`src/rtl/lap_sequencer_pkg.sv`:
```
// Shared definitions for the lap sequencer: FSM encoding, display source
// codes, time field width and the lap-time ordering helper.
package lap_sequencer_pkg;

    localparam int TIME_W = 7;

    localparam logic [TIME_W-1:0] LAP_COUNT_MAX = 7'd99;

    typedef enum logic [1:0] {
        IDLE    = 2'd0,
        ARMED   = 2'd1,
        RUNNING = 2'd2,
        HOLD    = 2'd3
    } state_t;

    typedef enum logic [1:0] {
        DISP_LIVE = 2'd0,
        DISP_LAST = 2'd1,
        DISP_BEST = 2'd2
    } disp_t;

    // Fields are ordered most-significant first, so a plain numeric compare
    // of the packed struct is the lexicographic {min,sec,cs} ordering.
    typedef struct packed {
        logic [TIME_W-1:0] min;
        logic [TIME_W-1:0] sec;
        logic [TIME_W-1:0] cs;
    } lap_time_t;

    function automatic logic time_less(input lap_time_t a, input lap_time_t b);
        return a < b;
    endfunction

endpackage

```
`src/rtl/lap_sequencer_sync.sv`:
```
// Two-flop synchronizer followed by a counting debouncer. The output only
// follows the synchronized input after DEB_CYCLES identical samples; both
// stages idle high.
module sync_debounce #(
    parameter int DEB_CYCLES = 50000
) (
    input  logic master_clk,
    input  logic rs_n,
    input  logic raw,
    output logic level
);

    localparam int CW = (DEB_CYCLES > 1) ? $clog2(DEB_CYCLES) : 1;
    localparam logic [CW-1:0] CNT_LAST = CW'(DEB_CYCLES - 1);

    logic          sync_a;
    logic          sync_b;
    logic [CW-1:0] stable_cnt;

    // Bring the asynchronous input into the master_clk domain.
    always_ff @(posedge master_clk or negedge rs_n) begin
        if (!rs_n) begin
            sync_a <= 1'b1;
            sync_b <= 1'b1;
        end else begin
            sync_a <= raw;
            sync_b <= sync_a;
        end
    end

    // Accept a new level once it has been seen DEB_CYCLES times in a row.
    always_ff @(posedge master_clk or negedge rs_n) begin
        if (!rs_n) begin
            level      <= 1'b1;
            stable_cnt <= '0;
        end else if (sync_b == level) begin
            stable_cnt <= '0;
        end else if (stable_cnt == CNT_LAST) begin
            level      <= sync_b;
            stable_cnt <= '0;
        end else begin
            stable_cnt <= stable_cnt + 1'b1;
        end
    end

endmodule

```
`src/rtl/lap_sequencer.sv`:
```
// Lap sequencer: turns debounced beam breaks and start-key presses into lap
// timer control, captures lap times, tracks the best lap and the lap count.
module lap_sequencer
    import lap_sequencer_pkg::*;
#(
    parameter int DEB_CYCLES  = 50000,
    parameter int LOCKOUT_S   = 5,
    parameter int HOLD_CYCLES = 150000000,
    parameter int MAX_MIN     = 99
) (
    input  logic              master_clk,
    input  logic              rs_n,
    input  logic              laser_detector,
    input  logic              key_start,
    input  logic [TIME_W-1:0] minutes,
    input  logic [TIME_W-1:0] seconds,
    input  logic [TIME_W-1:0] centis,
    output logic              timer_en,
    output logic              timer_clr,
    output logic [TIME_W-1:0] lap_min,
    output logic [TIME_W-1:0] lap_sec,
    output logic [TIME_W-1:0] lap_cs,
    output logic [TIME_W-1:0] best_min,
    output logic [TIME_W-1:0] best_sec,
    output logic [TIME_W-1:0] best_cs,
    output logic [TIME_W-1:0] lap_count,
    output logic              lap_valid,
    output logic [1:0]        disp_sel,
    output logic              timeout
);

    localparam int HW = (HOLD_CYCLES > 1) ? $clog2(HOLD_CYCLES) : 1;
    localparam logic [HW-1:0] HOLD_LOAD = HW'(HOLD_CYCLES - 1);

    logic      laser_level;
    logic      key_level;
    logic      laser_prev;
    logic      key_prev;
    logic      brk_ev;
    logic      key_ev;
    state_t    state;
    state_t    next_state;
    logic      in_run;
    logic      timed_out;
    logic      lock_ok;
    logic      accept;
    logic      best_valid;
    logic [HW-1:0] hold_cnt;
    logic      hold_done;
    lap_time_t live_time;
    lap_time_t best_time;

    sync_debounce #(.DEB_CYCLES(DEB_CYCLES)) u_laser_db (
        .master_clk (master_clk),
        .rs_n       (rs_n),
        .raw        (laser_detector),
        .level      (laser_level)
    );

    sync_debounce #(.DEB_CYCLES(DEB_CYCLES)) u_key_db (
        .master_clk (master_clk),
        .rs_n       (rs_n),
        .raw        (key_start),
        .level      (key_level)
    );

    // Remember last debounced levels so falling edges become one-cycle events.
    always_ff @(posedge master_clk or negedge rs_n) begin
        if (!rs_n) begin
            laser_prev <= 1'b1;
            key_prev   <= 1'b1;
        end else begin
            laser_prev <= laser_level;
            key_prev   <= key_level;
        end
    end

    assign brk_ev    = laser_prev & ~laser_level;
    assign key_ev    = key_prev & ~key_level;
    assign in_run    = (state == RUNNING) || (state == HOLD);
    assign timed_out = in_run && (minutes >= TIME_W'(MAX_MIN));
    assign lock_ok   = (minutes != '0) || (seconds >= TIME_W'(LOCKOUT_S));
    assign accept    = in_run && brk_ev && !key_ev && !timed_out && lock_ok;
    assign hold_done = (hold_cnt == '0);
    assign live_time = '{minutes, seconds, centis};
    assign best_time = '{best_min, best_sec, best_cs};

    // FSM state register.
    always_ff @(posedge master_clk or negedge rs_n) begin
        if (!rs_n) begin
            state <= IDLE;
        end else begin
            state <= next_state;
        end
    end

    // Next-state selection; key beats timeout, timeout beats a lap capture.
    always_comb begin
        next_state = state;
        case (state)
            IDLE: begin
                if (key_ev) next_state = ARMED;
            end
            ARMED: begin
                if (key_ev)      next_state = IDLE;
                else if (brk_ev) next_state = RUNNING;
            end
            RUNNING, HOLD: begin
                if (key_ev || timed_out)             next_state = IDLE;
                else if (accept)                     next_state = HOLD;
                else if (state == HOLD && hold_done) next_state = RUNNING;
            end
            default: next_state = IDLE;
        endcase
    end

    // Timer control, display source and capture pulse for the current state.
    always_comb begin
        timer_en = 1'b0;
        disp_sel = DISP_BEST;
        case (state)
            ARMED:   disp_sel = DISP_LIVE;
            RUNNING: begin
                timer_en = 1'b1;
                disp_sel = DISP_LIVE;
            end
            HOLD:    begin
                timer_en = 1'b1;
                disp_sel = DISP_LAST;
            end
            default: ;
        endcase
        timer_clr = ((state == ARMED) && brk_ev && !key_ev) || accept;
        lap_valid = accept;
    end

    // Lap capture, best-lap tracking, lap count, timeout flag and hold timer.
    always_ff @(posedge master_clk or negedge rs_n) begin
        if (!rs_n) begin
            lap_min    <= '0;
            lap_sec    <= '0;
            lap_cs     <= '0;
            best_min   <= '0;
            best_sec   <= '0;
            best_cs    <= '0;
            best_valid <= 1'b0;
            lap_count  <= '0;
            timeout    <= 1'b0;
            hold_cnt   <= '0;
        end else begin
            if (state == IDLE && key_ev) begin
                lap_count  <= '0;
                best_valid <= 1'b0;
                timeout    <= 1'b0;
            end
            if (timed_out) begin
                timeout <= 1'b1;
            end
            if (accept) begin
                lap_min <= minutes;
                lap_sec <= seconds;
                lap_cs  <= centis;
                if (lap_count != LAP_COUNT_MAX) begin
                    lap_count <= lap_count + 7'd1;
                end
                if (!best_valid || time_less(live_time, best_time)) begin
                    best_min <= minutes;
                    best_sec <= seconds;
                    best_cs  <= centis;
                end
                best_valid <= 1'b1;
                hold_cnt   <= HOLD_LOAD;
            end else if (state == HOLD && !hold_done) begin
                hold_cnt <= hold_cnt - 1'b1;
            end
        end
    end

endmodule

```
`config.mk`:
```
export PLATFORM = sky130hd
export DESIGN_NAME = lap_sequencer
export DESIGN_NICKNAME = d
export VERILOG_FILES = /design/src/rtl/lap_sequencer_pkg.sv /design/src/rtl/lap_sequencer_sync.sv /design/src/rtl/lap_sequencer.sv
export SDC_FILE = /design/constraint.sdc
export NUM_CORES = 1
export LEC_CHECK = 0
export ABC_CLOCK_PERIOD_IN_PS = 3600
export BUFFER_PORTS_ARGS = -buffer_cell sky130_fd_sc_hd__buf_2
export CAP_MARGIN = 15
export CELL_PAD_IN_SITES_DETAIL_PLACEMENT = 1
export CELL_PAD_IN_SITES_GLOBAL_PLACEMENT = 2
export CORE_AREA = 4 4 110 164
export DETAILED_ROUTE_END_ITERATION = 6
export DIE_AREA = 0 0 114 168
export PLACE_DENSITY_LB_ADDON = 0.1
export SETUP_SLACK_MARGIN = 0.2
export SLEW_MARGIN = 40
export SYNTH_ARGS = -nofsm -noshare
export SYNTH_HDL_FRONTEND = slang
export SYNTH_SLANG_ARGS = --single-unit
```
`constraint.sdc`:
```
create_clock -name master_clk -period 3.6 [get_ports master_clk]
set_clock_uncertainty 0.15 [all_clocks]
set_input_delay 0.54 -clock master_clk [delete_from_list [all_inputs] [get_ports master_clk]]
set_output_delay 0.54 -clock master_clk [all_outputs]
set_load 0.02 [all_outputs]
```
==> results.md <==
- Status: complete, no violations
- Maximum vdd drop: 0.0002450 V
- Max Slew Vio Count: 0
- Main synth FF type: dfrtp_1
- Static Leak: 3.339 nW
- Slew @ Worst Pin: 0.5684 ns
- Synth Register Bits: 121
- F_max: 324.4 MHz
- WL met3: 434 um
- Reg2reg start: hold_cnt[11]
- Via count: 4552
- P_sw: 0.8524 mW
- Detailed placer's ending HPWL: 10910 um
- Max Cap Viol: 0
- TritonCTS clock tree: built
- Final worst-path cycle share: 85.62%
- Area growth, synth to finish: 22.65%
- Number of clock sinks: 121
- Final worst slack: 0.5176 ns
- M1 WL: 6271 um
- DRT iter0 DRCs: 143
- Async set or reset register ratio after synthesis: 100.0%
- Vias in the first global route: 4962
- Hold endpoint: u_laser_db.sync_a
- Met2 wire len: 8141 um
- Antenna viol nets, final: 0
- Layout cells sized above 1: 22.67%
- Combinational Power Share: 8.7%
- Req. time, crit path: 2.91 ns
- DIE HEIGHT: 168 um
- Via/cell ratio: 5.019
- CTS buffer count: 17
- Final setup viols: 0
- Cells on worst reg2reg path: 6
- Clock transition at the registers of the reported paths: 0.05 ns
- DRC: 0
- Hold Violations, Final: 0
- Worst slack, placed: 0.5733 ns
- Hold_sp: laser_detector
- Final setup TNS: 0 ns
- CTS Buffer Depth: 2
- RSZ-0062 raised after global routing: no
- CP Capture Type: output port
- WP data arrival: 2.39 ns
- Final min period: 3.082 ns
- Placed inst area: 6543 um^2
- Gpl congestion: 0.7876
- Core area: 16690 um^2
- Port Buffers: 79
- Top Metal Used: met4
- Min Hold Slack: 0.07022 ns
- Yosys warns: 0
- Cell count of the worst hold path: 1
- Htree depth: 4
- Post-DR wirelength/cell: 16.63 um
- Mapped Area: 5862 um^2
- Pin count of the biggest net entering global routing: 67
- Capturing point of the worst reg2reg path: hold_cnt[16]
- Clk_lat worst skew: 0.42 ns
- Clock root cell: clkbuf_16
- N_diodes: 0
- Total global-route track usage: 16.50%
- Pwr dens: 505.7 nW/um^2
- Sequential Power Share: 41.2%
- Initial antenna violation count: 0
- Critical path class: flop to output port
- Setup crit start kind: flop
- First-pass GRT wire length: 25170 um
- Min-delay worst type: primary input to flop
- Reg2reg setup slack: 0.70 ns
- Clock network fraction of total power: 50.1%
- WL final: 15080 um
- Nets: 734
- CP Max Fanout: 14
- Cts repair resizes: 0
- # rows: 58
- GRT Residual Overflow: 0
- # IOs: 80
- Syn_area_per_cell: 9.902 um^2
- Finished Cell Area: 7189 um^2
- DIE AREA: 19150 um^2
- Pint: 2.784 mW
- First-pass iteration count of the detailed router: 5
- Sequential share of the synthesized area: 51.82%
- Initial core utilization: 35.12%
- Number of flops mapped to enable cells by yosys: 0
- Die width: 114 um
- Syn Nets: 642
- Sw Share: 23.44%
- Max_slew headroom: 62.11%
- Post-synth cell types: 50
- Post-synthesis cell count: 592
## area by class of cell
class	count	area, um^2
clock buffer	25	495.5
clock inverter	7	137.6
fill	1914	9502
inverter	29	108.9
multi-input combinational	426	2655
sequential	121	3038
tap	210	262.8
timing repair buffer	89	491.7
## worst max-delay path, stage by stage, from the launching register on
cell      delay, ns
dfstp_2        0.57
nor2b_1        0.06
buf_4          0.15
a311oi_1       0.43
nand2_1        0.14
clkinv_1       0.13
buf_4          0.21
a31o_2         0.12
buf_2          0.17
## power by group through the flow
stage | Sequential, mW | Clock [mW] | Combinational [mW]
after floorplan | 1.55 | 0 | 0.140
after global placement | 1.52 | 0 | 0.311
after detailed placement | 1.52 | 0 | 0.322
after CTS | 1.50 | 1.87 | 0.325
after global routing | 1.51 | 1.94 | 0.363
final | 1.50 | 1.82 | 0.315
## cell families after synthesis
group	synth area share, %
flops	51.82
compound gates	5.400
fa+ha+maj	5.336
buf+inv	2.945
xor+xnor	7.471
simple gates	22.60
mux	4.418
## layer usage
metal	track usage [%]	vias to the layer above
met3	3.919	19
met2	29.73	51
met1	18.83	2271
met5	0	-
met4	5.685	0
li1	-	2211
## cell usage in the layout, fill, tap and decap left out, types with 16 or more instances in the layout
cell	synthesis	final
mux2_2	23	23
nand3_1	27	27
nand2_1	101	101
xnor2_1	21	21
nor2_1	65	65
dfrtp_1	113	113
buf_2	3	78
ha_1	25	25
inv_1	28	28
clkbuf_16	0	17
xor2_1	29	29
o21ai_0	16	16
## cell usage after synthesis (all sizes together) (3+ instances only)
master  number  area (um^2)
or3          4        25.02
xor2        29        254.0
o21ai       16        80.08
nor4        12        75.07
nor3        15        75.07
and3        15        93.84
nor4b        4        41.29
a21oi       13        65.06
nand2      101        379.1
o31ai        3        22.52
dfstp        8        210.2
or4          9        75.07
nor2        65        244.0
nand3       27        135.1
dfrtp      113         2828
nor2b        3        18.77
buf          4        18.76
ha          25        312.8
mux2        23        259.0
or2          3        18.77
inv         28        105.1
clkbuf      12        45.04
nand4        8        50.05
xnor2       21        183.9
## sequential cells by signal, summed over array words and instances (netlist names), 2 cells and up
name and count:
best_sec 7, lap_cs 7, lap_min 7, hold_cnt 28, u_key_db.stable_cnt 16, lap_count 7
best_cs 7, u_laser_db.stable_cnt 16, state 2, lap_sec 7, best_min 7
## through the flow
step | utilization [%] | total power [mW] | instances
floorplan | - | 1.685 | 592
global placement | 39.20 | 1.828 | 874
detailed placement | 39.20 | 1.844 | 874
CTS | 42.99 | 3.695 | 906
global route | 43.07 | 3.810 | 907
finish | 43.07 | 3.636 | 907
## how the worst max path moves through the flow
stage / startpoint / end / slack [ns]
CTS: u_key_db.level / timer_clr / 0.49
finish: u_key_db.level / timer_clr / 0.52
detailed placement: minutes[1] / timer_clr / 0.57
global placement: minutes[1] / timer_clr / 0.63
floorplan: minutes[1] / lap_valid / 0.64
global route: u_key_db.level / timer_clr / 0.40
## timing repair
| action | in CTS | in global routing |
|---|---|---|
| hold buffers | 0 | 1 |
| setup buffers | 0 | 0 |
| endpoints found under the hold margin | 0 | 33 |
Power figures use the tool's default switching activity.
